$ cat src/rtl/regfile_wr_arbiter.sv
// Two-requester register-file write arbiter (ALU vs load writeback), round-robin on contention.
// Latency: accept in T, registered one-hot wr_en in T+1; wr_stall holds all state and drops both readys.
module regfile_wr_arbiter #(
  parameter int DATA_W = 32
) (
  input  logic              clk,
  input  logic              rstn,
  input  logic              req0_valid,
  input  logic [4:0]        req0_addr,
  input  logic [DATA_W-1:0] req0_data,
  output logic              req0_ready,
  input  logic              req1_valid,
  input  logic [4:0]        req1_addr,
  input  logic [DATA_W-1:0] req1_data,
  output logic              req1_ready,
  input  logic              wr_stall,
  output logic [31:0]       wr_en,
  output logic [4:0]        wr_addr,
  output logic [DATA_W-1:0] wr_data,
  output logic [15:0]       wr_count
);

  logic              last_grant_q, last_grant_d;
  logic [31:0]       wr_en_q, wr_en_d;
  logic [4:0]        wr_addr_q, wr_addr_d;
  logic [DATA_W-1:0] wr_data_q, wr_data_d;
  logic [15:0]       wr_count_q, wr_count_d;

  logic              grant0, grant1;
  logic              xfer;
  logic              win_idx;
  logic [4:0]        win_addr;
  logic [DATA_W-1:0] win_data;
  logic [31:0]       win_dec;

  // On contention the requester that did not win last time goes next.
  always_comb begin
    grant0 = req0_valid && (!req1_valid || last_grant_q);
    grant1 = req1_valid && (!req0_valid || !last_grant_q);
  end

  assign req0_ready = grant0 && !wr_stall && rstn;
  assign req1_ready = grant1 && !wr_stall && rstn;
  assign xfer       = req0_ready || req1_ready;

  always_comb begin
    win_idx  = req1_ready;
    win_addr = req1_ready ? req1_addr : req0_addr;
    win_data = req1_ready ? req1_data : req0_data;
  end

  // Register 0 is hardwired zero, so its decode never raises an enable.
  always_comb begin
    win_dec = '0;
    for (int k = 1; k < 32; k++) begin
      win_dec[k] = (win_addr == 5'(k));
    end
  end

  always_comb begin
    last_grant_d = last_grant_q;
    wr_en_d      = wr_en_q;
    wr_addr_d    = wr_addr_q;
    wr_data_d    = wr_data_q;
    wr_count_d   = wr_count_q;
    if (!wr_stall) begin
      if (xfer) begin
        last_grant_d = win_idx;
        wr_en_d      = win_dec;
        wr_addr_d    = win_addr;
        wr_data_d    = win_data;
        if (win_addr != 5'd0) begin
          wr_count_d = wr_count_q + 16'd1;
        end
      end else begin
        wr_en_d = '0;
      end
    end
  end

  always_ff @(posedge clk) begin
    if (!rstn) begin
      last_grant_q <= 1'b1;
      wr_en_q      <= '0;
      wr_addr_q    <= '0;
      wr_data_q    <= '0;
      wr_count_q   <= '0;
    end else begin
      last_grant_q <= last_grant_d;
      wr_en_q      <= wr_en_d;
      wr_addr_q    <= wr_addr_d;
      wr_data_q    <= wr_data_d;
      wr_count_q   <= wr_count_d;
    end
  end

  assign wr_en    = wr_en_q;
  assign wr_addr  = wr_addr_q;
  assign wr_data  = wr_data_q;
  assign wr_count = wr_count_q;

endmodule
$ cat config.mk
export PLATFORM = sky130hd
export DESIGN_NAME = regfile_wr_arbiter
export DESIGN_NICKNAME = d
export VERILOG_FILES = /design/src/rtl/regfile_wr_arbiter.sv
export SDC_FILE = /design/constraint.sdc
export NUM_CORES = 1
export LEC_CHECK = 0
export CAP_MARGIN = 20
export CORE_AREA = 2 2 117 85
export DETAILED_ROUTE_END_ITERATION = 10
export DIE_AREA = 0 0 119 87
export PLACE_DENSITY_LB_ADDON = 0.15
export SETUP_SLACK_MARGIN = 0.4
export SYNTH_ARGS = -nofsm -noshare
export SYNTH_HDL_FRONTEND = slang
export SYNTH_SLANG_ARGS = --single-unit
$ cat constraint.sdc
create_clock -name clk -period 1.9 [get_ports clk]
set_input_delay 0.285 -clock clk [delete_from_list [all_inputs] [get_ports clk]]
set_output_delay 0.285 -clock clk [all_outputs]
set_load 0.02 [all_outputs]
==> metrics.txt <==
initial antenna violation count=2; WL met1=about 5900 um; Die X=119 um; Peak VDD IR=0.5436 mV; power after layout=4298 uW; max_slew headroom=42.66%; R2R setup slack=around 0.27 ns; Vias/cell=approximately 5.4; Slowest-stage cell, CP=or4_4; post-synthesis sequential area ratio=a little over two fifths; area fraction of the dominant cell type after synthesis=43.60%; clock skew=0.002616 ns; Clk pin slew, worst setup/hold paths=0.06 ns; synth-to-layout area growth=67.36%; DR vias=~4.4k; RSZ-0062 raised after global routing=yes; CP Class=register to register; port bufs=164; final setup fails=0; post-synth cell types=53; CTS Buffer Depth=2; flops & latches, synth=85; initial core utilization=41.75%; worst min path class=input port to register; CP Launch Type=register; wire per inst=~16 um; Critical Path Max Stage Delay=0.41 ns; number of max-cap violations=0; WP data required=2.16 ns; Post-Synthesis Cells=481; DRC violations left=0; actual slew at the worst max-slew pin=0.8600 ns; number of hold buffers added after cts=0; TritonCTS clock tree=done; Core Box Area=between 9000 and 10,000 um2; Crit path max-delay family=simple AND/OR/NAND/NOR gates; vias in the first global route=4,090; root buffer cell=clkbuf_16; Total Routing Usage GR=24.60%; Leakage Power=0.002864 uW; Die Ht=87 um; Post-Syn Area=~4000 um2; Post-Route WL=roughly 13,000 um; crit path capture type=register; nets=755; outcome=complete, no violations; uppermost layer routed=met4; CTS sink count=85; fin. max-slew vios=0; Final min period=between 1.5 and 2 ns; Std-Cell Rows=30; first-pass GRT wire length=20,380 um; Routed Antenna Nets=0; largest net degree at the start of global routing=80; EDFF count, synth=0; Iteration-0 DRC Markers=312; Mapped Nets=approximately 560; critical-path maximum fanout=8; CP bufs+invs=1; cell mode on critical path=and3_4; I/O Pins=roughly 170; Synth area leader=dfxtp_1; Power Dens Cells=658.1 nW/um2; clock buffer count from CTS=9; hpwl dp=8846 um; WL met2=6438 um; layout cells sized above 1=around 20%; Mean Syn Cell Area=8.113 um2; met3 WL=777 um; Hold Fails Final Rpt=0; max frequency=between 600 and 700 MHz; H-tree Lvls=3; Placer Congestion=0.8365; leading post-synthesis cells by cell area=dfxtp_1 (44%), nand2_1 (9.1%), a311oi_1 (8.3%); Async SR Flop Fraction=0%; crit share post-route=a little under nine tenths; gr ovfl total=0; worst path cell trace=and3_4 > and3_4 > nand4_1 > buf_6 > or4_4 > a21oi_2; Worst-Skew Late Latency=0.33 ns; warning count from the yosys run=0; die area=10,350 um2; data arrival time of the critical path=1.89 ns; Most used DFF post-synth=dfxtp_1; drt pass-1 iters=5; Setup TNS=0 ns
cell type report:
class / count / area, um2
timing repair buffer: 222 / 2046
inverter: 9 / 36.28
multi-input combinational: 348 / 2288
tap: 128 / 160.2
clock buffer: 13 / 240.2
antenna: 2 / 5.005
sequential: 85 / 1720
fill: 769 / 2815
clock inverter: 2 / 35.03
tightest hold or removal path: stages:
cell      delay (ns)
clkbuf_2        0.14
nand2_1         0.08
a311oi_1        0.08
through the flow:
stage / std cells / hold slack (ns) / instance area, um2 / setup WS (ns) / util (%)
floorplan: 481 / 0.4440 / 3986 / 0.3235 / -
global placement: 781 / 0.4554 / 5949 / -0.3226 / 63.65
detailed placement: 781 / 0.4554 / 5949 / -0.3966 / 63.65
CTS: 803 / 0.3212 / 6279 / 0.2677 / 67.18
global route: 808 / 0.3154 / 6529 / 0.1978 / 69.85
finish: 809 / 0.3081 / 6531 / 0.2680 / 69.88
cells in the final DEF (no fill, tap or decap), types with 7 or more instances in the layout:
cell type	instances
dlygate4sd2_1	89
nand2b_1	11
nand2_1	92
clkbuf_16	9
nand4_1	8
buf_4	47
buf_6	7
a22oi_1	10
a21oi_1	16
a311oi_1	37
dfxtp_1	76
inv_1	7
nor2_1	67
clkdlybuf4s50_1	65
cells in the mapped netlist (7+ instances only):
master and instances:
a21oi_1 19, a22oi_1 13, a2bb2oi_1 8, a311oi_1 37, buf_2 11, clkbuf_1 21, dfxtp_1 85, inv_1 7
nand2_1 95, nand2b_1 11, nand3_1 8, nand4_1 8, nor2_1 70, nor3_1 7, o31ai_1 10
sequential cells by signal, indices dropped and copies added (netlist names):
signal / cells
last_grant_q: 1
wr_en: 31
wr_addr: 5
wr_data: 32
wr_count: 16
kinds of logic after synthesis:
kind of cell / count (synthesis) / synth area share [%]
compound gates: 111 / 21.74
xor+xnor: 3 / 0.6734
fa+ha+maj: 1 / 0.3206
buf+inv: 49 / 5.803
flops: 85 / 43.60
mux: 4 / 1.026
other cells: 1 / 0.09609
simple gates: 227 / 26.74
worst paths after layout:
check	start	to	cells after the start
setup reg to reg	wr_count[3]	wr_count[15]	6
hold / removal	req1_addr[3]	wr_addr[3]	3
hold reg to reg	wr_count[4]	wr_count[4]	1
setup / recovery	wr_count[3]	wr_count[15]	6
where the power goes:
part	switching (uW)	total [uW]	leakage (uW)	internal, uW
Clock	674	1690	0.000134	1010
Sequential	30.8	1870	0.000696	1840
Combinational	383	745	0.00203	362
routing by layer:
| layer | GRT usage, % | up-vias |
|---|---|---|
| li1 | - | 2107 |
| met1 | 31.72 | 2100 |
| met2 | 40.13 | 135 |
| met3 | 7.068 | 15 |
| met4 | 7.900 | 0 |
| met5 | 0 | - |
what timing repair did:
item,CTS,global route
cloned,2,0
setup endpoints to repair,170,72
setup buffers,5,4
resized for setup,136,59
pin swaps,7,13
Power figures use the tool's default switching activity.
